**src/rtl/gf193_trinomial_reducer_if.sv**
```systemverilog
// Handshake bundle between a producer of raw 2M-1 bit carry-less products
// and the trinomial reducer.
//   in_valid / in_ready / prod  : product input channel (producer -> reducer)
//   out_valid / out_ready / res : reduced field element channel (reducer -> consumer)
// master: the environment side (drives prod and out_ready).
// slave : the reducer side.
interface gf193_trinomial_reducer_if #(
    parameter int M = 193
);
    logic             in_valid;
    logic             in_ready;
    logic [2*M-2:0]   prod;
    logic             out_valid;
    logic             out_ready;
    logic [M-1:0]     res;

    modport master (
        output in_valid,
        output prod,
        output out_ready,
        input  in_ready,
        input  out_valid,
        input  res
    );

    modport slave (
        input  in_valid,
        input  prod,
        input  out_ready,
        output in_ready,
        output out_valid,
        output res
    );
endinterface

```
**src/rtl/gf193_trinomial_reducer.sv**
```systemverilog
// Sequential reducer of a raw GF(2) product modulo the trinomial
// f(x) = x^M + x^K + 1. One XOR fold per clock; stops as soon as the upper
// part of the accumulator is zero (at most two folds for 1 <= K <= (M-1)/2).
// Ports:
//   clk  : clock, rising edge
//   rst  : synchronous reset, active-high
//   bus  : slave side of gf193_trinomial_reducer_if
//          (in_valid/in_ready/prod in, out_valid/out_ready/res out)
//   busy : high while the block is in the FOLD state
module gf193_trinomial_reducer #(
    parameter int M = 193,
    parameter int K = 15
) (
    input  logic                          clk,
    input  logic                          rst,
    gf193_trinomial_reducer_if.slave      bus,
    output logic                          busy
);

    typedef enum logic [1:0] {
        IDLE = 2'd0,
        FOLD = 2'd1,
        DONE = 2'd2
    } state_t;

    state_t          state_reg;
    state_t          state_next;
    logic [2*M-2:0]  acc_reg;
    logic [M-1:0]    res_reg;

    logic [M-2:0]    hi;
    logic [M-1:0]    lo;
    logic            hi_zero;
    logic [M+K-2:0]  folded;
    logic [2*M-2:0]  acc_folded;
    logic            in_ready_int;
    logic            accept;

    assign hi      = acc_reg[2*M-2:M];
    assign lo      = acc_reg[M-1:0];
    assign hi_zero = (hi == '0);

    // x^M == x^K + 1, so the upper part hi*x^M contributes hi + hi*x^K.
    // The sum is M+K-1 bits wide; the bits above M-1 are folded again on
    // the next cycle, so the result is zero-extended rather than truncated.
    assign folded     = {{(K-1){1'b0}}, lo}
                      ^ {{K{1'b0}}, hi}
                      ^ {hi, {K{1'b0}}};
    assign acc_folded = {{(M-K){1'b0}}, folded};

    assign accept = bus.in_valid && in_ready_int;

    // State and datapath registers
    always_ff @(posedge clk) begin
        if (rst) begin
            state_reg <= IDLE;
            acc_reg   <= '0;
            res_reg   <= '0;
        end else begin
            state_reg <= state_next;
            if (accept) begin
                acc_reg <= bus.prod;
            end else if (state_reg == FOLD && !hi_zero) begin
                acc_reg <= acc_folded;
            end
            if (state_reg == FOLD && hi_zero) begin
                res_reg <= lo;
            end
        end
    end

    // Next-state logic
    always_comb begin
        state_next = state_reg;
        case (state_reg)
            IDLE: begin
                if (bus.in_valid) begin
                    state_next = FOLD;
                end
            end
            FOLD: begin
                if (hi_zero) begin
                    state_next = DONE;
                end
            end
            DONE: begin
                if (bus.out_ready) begin
                    state_next = bus.in_valid ? FOLD : IDLE;
                end
            end
            default: state_next = IDLE;
        endcase
    end

    // Outputs decoded from the registered state. in_ready follows out_ready
    // in DONE so a new product can be taken in the same cycle the result
    // leaves; out_valid and res never depend combinationally on inputs.
    always_comb begin
        in_ready_int  = 1'b0;
        bus.out_valid = 1'b0;
        busy          = 1'b0;
        case (state_reg)
            IDLE: in_ready_int = 1'b1;
            FOLD: busy = 1'b1;
            DONE: begin
                bus.out_valid = 1'b1;
                in_ready_int  = bus.out_ready;
            end
            default: in_ready_int = 1'b0;
        endcase
    end

    assign bus.in_ready = in_ready_int;
    assign bus.res      = res_reg;

`ifndef SYNTHESIS
    // FOLD cycles per transaction: at most two folds plus the final zero check.
    logic [2:0] fold_visits_reg;

    always_ff @(posedge clk) begin
        if (rst || accept) begin
            fold_visits_reg <= '0;
        end else if (state_reg == FOLD && fold_visits_reg != 3'd7) begin
            fold_visits_reg <= fold_visits_reg + 3'd1;
        end
    end

    fold_count_bound: assert property (@(posedge clk) disable iff (rst)
        fold_visits_reg <= 3'd3);
`endif

endmodule

```
**src/flat_wrapper.sv**
```systemverilog
// flat-port wrapper written by rule: the top's interface ports become plain ports
module gf193_trinomial_reducer_flat 
#(
    parameter int M = 193,
    parameter int K = 15
)
  (clk, rst, busy, bus_in_valid, bus_prod, bus_out_ready, bus_in_ready, bus_out_valid, bus_res);
  gf193_trinomial_reducer_if #(.M(M)) bus_i ();
  input  logic clk;
  input  logic rst;
  output logic busy;
  input wire logic [$bits(bus_i.in_valid)-1:0] bus_in_valid;
  input wire logic [$bits(bus_i.prod)-1:0] bus_prod;
  input wire logic [$bits(bus_i.out_ready)-1:0] bus_out_ready;
  output wire logic [$bits(bus_i.in_ready)-1:0] bus_in_ready;
  output wire logic [$bits(bus_i.out_valid)-1:0] bus_out_valid;
  output wire logic [$bits(bus_i.res)-1:0] bus_res;
  assign bus_i.in_valid = bus_in_valid;
  assign bus_i.prod = bus_prod;
  assign bus_i.out_ready = bus_out_ready;
  assign bus_in_ready = bus_i.in_ready;
  assign bus_out_valid = bus_i.out_valid;
  assign bus_res = bus_i.res;
  gf193_trinomial_reducer #(.M(M), .K(K)) u_core (.clk(clk), .rst(rst), .bus(bus_i), .busy(busy));
endmodule
```
**config.mk**
```make
export PLATFORM = sky130hd
export DESIGN_NAME = gf193_trinomial_reducer_flat
export DESIGN_NICKNAME = d
export VERILOG_FILES = /design/src/rtl/gf193_trinomial_reducer_if.sv /design/src/rtl/gf193_trinomial_reducer.sv /design/src/flat_wrapper.sv
export SDC_FILE = /design/constraint.sdc
export NUM_CORES = 1
export LEC_CHECK = 0
export ABC_AREA = 1
export CAP_MARGIN = 0
export CORE_MARGIN = 2
export CORE_UTILIZATION = 55
export DETAILED_ROUTE_END_ITERATION = 16
export GPL_ROUTABILITY_DRIVEN = 0
export MAX_ROUTING_LAYER = met4
export PLACE_DENSITY_LB_ADDON = 0.05
export SLEW_MARGIN = 15
export SYNTH_ARGS = -nofsm -noshare
export SYNTH_HDL_FRONTEND = slang
export SYNTH_SLANG_ARGS = --single-unit
```
**constraint.sdc**
```tcl
create_clock -name clk -period 3.6 [get_ports clk]
set_input_delay 0.72 -clock clk [delete_from_list [all_inputs] [get_ports clk]]
set_output_delay 0.72 -clock clk [all_outputs]
set_load 0.005 [all_outputs]
```
Word level (Yosys, flattened, before mapping)
Cells that the tools add are included.
Widths: inputs -> output; s select.

storage, ports and cells
  output and inout port bits = 196
  register bits = 580

cells by class
  mux-type cells = 10
  reduce and logical (&&, ||, !) cells = 8
  eq/ne operators = 5
  bitwise logic cells = 2

operators with widths
  operator            count
  $mux 385            2
  $xor 207x207->207   1
  $xor 193x192->193   1
  $logic_not 192->1   1
  $mux 2              3
  $pmux 2 s3          1
  $ne 2x2->1 const B  2
  $logic_and 1x1->1   3
  $mux 1              3
  $reduce_and 3->1    1
  $eq 2x1->1 const B  1
  $eq 2x2->1 const B  1
  $logic_not 2->1     1
  $ne 2x1->1 const B  1
  $pmux 1 s2          1
  $reduce_bool 2->1   1
  $logic_not 1->1     1

Depth between registers and ports, before layout
Gate-level depths: netlist (run 1).

  depth in word-level cells = 5
  mapped depth = 14
  gate-level depth less buffers = 12

Worst setup path before layout (run 1)
Ideal clock, no wire load.

  path type = in2reg
  start point = input port bus_out_ready
  end point = register u_core.acc_reg[274]
  path slack = 1612 ps
  path buffers = 4
  required time = 3530 ps
  cell stages on the path = 10
  arrival = 1917 ps
  cell sequence = nor2_1 > nor2_2 > nand2_4 > inv_2 > buf_4 > buf_4 > buf_2 > buf_2 > nand2_1 > a21oi_1

on the way
  cells in the longest elaborated chain, start to end = 3
  elaborated cells on any way between the ends = 4

RTL lines
  item                                           RTL line                        text
  start, declared                                flat_wrapper.sv:14              input wire logic [$bits(bus_i.out_ready)-1:0] bus_out_ready;
  $pmux 1 s2 *                                   gf193_trinomial_reducer.sv:102  case (state_reg)
  via bus_in_ready                               flat_wrapper.sv:15              output wire logic [$bits(bus_i.in_ready)-1:0] bus_in_ready;
  $logic_and 1x1->1 *                            gf193_trinomial_reducer.sv:51   assign accept = bus.in_valid && in_ready_int;
  $mux 385 or $reduce_bool 2->1 (tied branches)  n/a
  end signal, assigned                           gf193_trinomial_reducer.sv:62   acc_reg <= bus.prod;
  end signal, assigned                           gf193_trinomial_reducer.sv:64   acc_reg <= acc_folded;
  end, declared                                  gf193_trinomial_reducer.sv:28   logic [2*M-2:0] acc_reg;

Mark *: on every way through the listed nets, which the timed path passes. The rest lies on a longest branch.
A chain may end at the register's enable or synchronous reset.

Final worst setup path (run 1)
  start point = register u_core.acc_reg[244]
  end point = register u_core.acc_reg[63]

on the way
  cells in the longest elaborated chain, start to end = 4

RTL lines
  item                                RTL line                       text
  $logic_not 192->1                   gf193_trinomial_reducer.sv:41  assign hi_zero = (hi == '0);
  $logic_not 1->1                     gf193_trinomial_reducer.sv:63  end else if (state_reg == FOLD && !hi_zero) begin
  $logic_and 1x1->1                   gf193_trinomial_reducer.sv:63
  $reduce_bool 2->1 (no source line)  n/a

No other way between the ends.

==> results.py, run 1 <==
metrics = {
    "run_status": {
        "status": "finished, final reports clean",
    },
    "yosys": {
        "syn_area_per_cell_sq_um": 7.38,
        "syn_nets": 4077,
        "yosysWarningCount": 0,
        "syn_inst": 3688,
        "ys_ff_latch": 580,
        "ys_seq_area_share_pct": 42.7,
        "synth_cell_types": 22,
        "synth_area_sq_um": 27200,
    },
    "sta": {
        "final.min_clock_period_ns": 3.10,
        "tightest_slew_ns": 1.19,
        "finClkSkew_ns": 0.0205,
        "setup_slack_ns": 0.501,
        "rsz0062_at_grt": "no",
        "hold-worst-slack_ns": 0.459,
        "finalHoldViolCount": 0,
        "fin_crit_sh_pct": 86.1,
        "setup_violations": 0,
        "maxSlewViolCount": 0,
        "relSlewSlack_pct": 20.6,
        "max_freq_ghz": 0.323,
        "tns_ns": 0,
    },
    "drt": {
        "drt_wl_total_microns": 98000,
        "drcViolationCount": 0,
        "drt_pre_antenna_iters": 6,
        "ant_nets": 0,
        "drt_iter0_drc": 3704,
        "route.detailed.wl_per_inst_microns": 20.4,
        "via_count": 27700,
        "viasPerCell": 5.77,
    },
    "global_routing": {
        "grt_pass1_vias": 25400,
        "grt-ovfl-total": 0,
        "antenna_found_initial": 9,
        "grt_max_degree": 256,
        "grt_pass1_wl_microns": 148000,
        "grt_usage_pct": 37.9,
    },
    "final_layout": {
        "postLayoutCellArea_sq_um": 35000,
        "syn2layout_area_growth_pct": 28.7,
        "fin_nets": 4464,
        "fill_cells": 4124,
        "largest_reg_flops": 385,
        "final_util_pct": 71.7,
        "drive_above_1_share_pct": 4.71,
    },
    "power_and_ir_drop": {
        "p_leak_uw": 0.0123,
        "power_density_nw_per_um2": 460,
        "vdd_drop_max_uv": 327,
    },
    "critical_path": {
        "worstRegToRegCells": 12,
        "crit-reg2reg-launch": "u_core.acc_reg[244]",
        "crit_family": "simple AND/OR/NAND/NOR gates",
        "r2r_slack_ns": 0.50,
        "crit_required_ns": 4.15,
        "crit_end": "u_core.acc_reg[63]",
        "crit_path_start": "u_core.acc_reg[244]",
        "path_buf_inv": 1,
        "crit_fanout": 255,
        "worstPathCellList": "nor2_1, nand2_1, nor2_1, nand2_1, nor2_1, nand2_1, nor2_1, nand2_1, nand2_8, buf_12, nand3_1, a21oi_1",
        "crit_type": "flop to flop",
        "cp.depth": 12,
        "max_stage_delay_ns": 0.75,
        "cp_slowest_cell": "buf_12",
        "reg2reg_to": "u_core.acc_reg[63]",
        "endpoint_kind": "flop",
        "arrival_ns": 3.65,
        "start_kind": "flop",
    },
    "clock_network": {
        "clkTransAtPathRegs_ns": 0.06,
        "clock-sinks": 580,
        "htree_levels": 2,
        "cts_hold_buf": 0,
        "clk-insertion-delay-late_ns": 0.64,
        "cts_root_buffer": "clkbuf_16",
        "cts_tree": "yes",
        "postCtsResizedCells": 0,
        "post-cts-setup-buffer-count": 0,
        "cts_buffers": 58,
        "clockBufferDepth": 3,
    },
    "worst_hold_path": {
        "worstHoldStart": "u_core.bus.res[67]",
        "holdCritPathClass": "flop to flop",
        "whs_path_depth": 2,
    },
    "floorplan": {
        "io_pins": 585,
        "row_count": 81,
        "coreArea_sq_um": 48800,
        "initial_core_util_pct": 55.7,
        "dieArea_sq_um": 51300,
        "die_w_microns": 226,
        "die_y_microns": 226,
    },
    "placement": {
        "portBuffers": 584,
        "dp_worst_setup_slack_ns": 0.630,
        "postPlaceCellArea_sq_um": 33100,
        "hpwlAfterDp_microns": 66800,
    },
    "run": {
        "max-cap-violations": 0,
    },
}
## tightest hold or removal path, delay by kind of cell (launching register included)
| family | cells | cell delay (ns) |
|---|---|---|
| flip-flops | 1 | 0.31 |
| AND/OR/NAND/NOR | 1 | 0.06 |
| AO/OA/AOI/OAI | 1 | 0.05 |
## cells in the mapped netlist
cell type / number / area share, %
inv_1: 30 / 0.41
a21oi_1: 580 / 11
or2_2: 30 / 0.69
nand3_2: 20 / 0.74
buf_4: 48 / 1.3
clkbuf_1: 155 / 2.1
nand2_1: 921 / 13
buf_8: 1 / 0.055
nor2_2: 2 / 0.046
xnor2_1: 193 / 6.2
inv_2: 4 / 0.055
nand2_4: 3 / 0.12
buf_6: 4 / 0.17
o21ai_0: 164 / 3.0
nor2_1: 115 / 1.6
nor3_1: 1 / 0.018
buf_1: 8 / 0.11
nand4_1: 6 / 0.14
xor2_1: 147 / 4.7
buf_2: 83 / 1.5
nand3_1: 593 / 11
dfxtp_1: 580 / 43
## layout make-up
| cell class | instances | area (sq um) | share of cell area, % |
|---|---|---|---|
| Sequential cell | 580 | 11600 | 33.1 |
| Multi-Input combinational cell | 2775 | 14100 | 40.2 |
| Timing Repair Buffer | 626 | 6430 | 18.4 |
| Tap cell | 664 | 831 | 2.37 |
| Clock buffer | 87 | 1750 | 5.01 |
| Inverter | 34 | 140 | 0.400 |
| Antenna cell | 10 | 25.0 | 0.0714 |
| Clock inverter | 17 | 163 | 0.464 |
## through the flow
step | power [uW] | instances
after floorplan | 8930 | 3688
after global placement | 9980 | 4679
after detailed placement | 9990 | 4679
after CTS | 16100 | 4783
after global routing | 16700 | 4792
final | 16100 | 4793
## metal layers
metal | global-route usage [%] | vias up | routed length (microns)
met2 | 56.8 | 1507 | 44100
met1 | 49.3 | 12900 | 39800
met3 | 5.86 | 265 | 8790
met4 | 20.3 | 0 | 5340
li1 | - | 13000 | -
met5 | - | - | 0
## where the power goes
part	leakage (uW)	switching (uW)	internal (uW)
Combinational	0.00660	1540	1200
Sequential	0.00473	441	6750
Clock	0.000954	2640	3560
Total	0.0123	4620	11500
## layout by cell type, fill, tap and decap left out
cell	Yosys	layout
a21oi_1	580	580
buf_12	0	21
buf_4	48	21
buf_8	1	1
bufinv_16	0	3
clkbuf_1	155	13
clkbuf_16	0	61
clkbuf_8	0	13
clkdlybuf4s50_1	0	583
clkinv_2	0	13
clkinvlp_4	0	1
dfxtp_1	580	580
diode_2	0	10
inv_1	30	30
inv_2	4	2
inv_6	0	1
inv_8	0	1
nand2_1	921	920
nand2_4	3	1
nand2_8	0	3
nand3_1	593	593
nand3_2	20	20
nand4_1	6	6
nor2_1	115	115
nor2_2	2	1
nor2_4	0	1
nor3_1	1	1
o21ai_0	164	164
or2_2	30	30
xnor2_1	193	193
xor2_1	147	147
## kinds of logic after synthesis
logic type      count (synthesis)  synth area share [%]
flops                         580                  42.7
xor+xnor                      340                  10.9
buf+inv                       333                  5.79
simple gates                 1691                  26.9
compound gates                744                  13.7
## worst min-delay path by stage
stage,end
floorplan,u_core.bus.res[0]
CTS,u_core.bus.res[112]
detailed placement,u_core.bus.res[112]
finish,u_core.bus.res[67]
global placement,u_core.bus.res[186]
global route,u_core.bus.res[40]
Power figures use the tool's default switching activity.
==> inputs of run 2 (changes only) <==
- HOLD_SLACK_MARGIN: unset -> 0.08
==> results of run 2 <==
No change in the layout: final DEF, timing and power equal those of run 1.
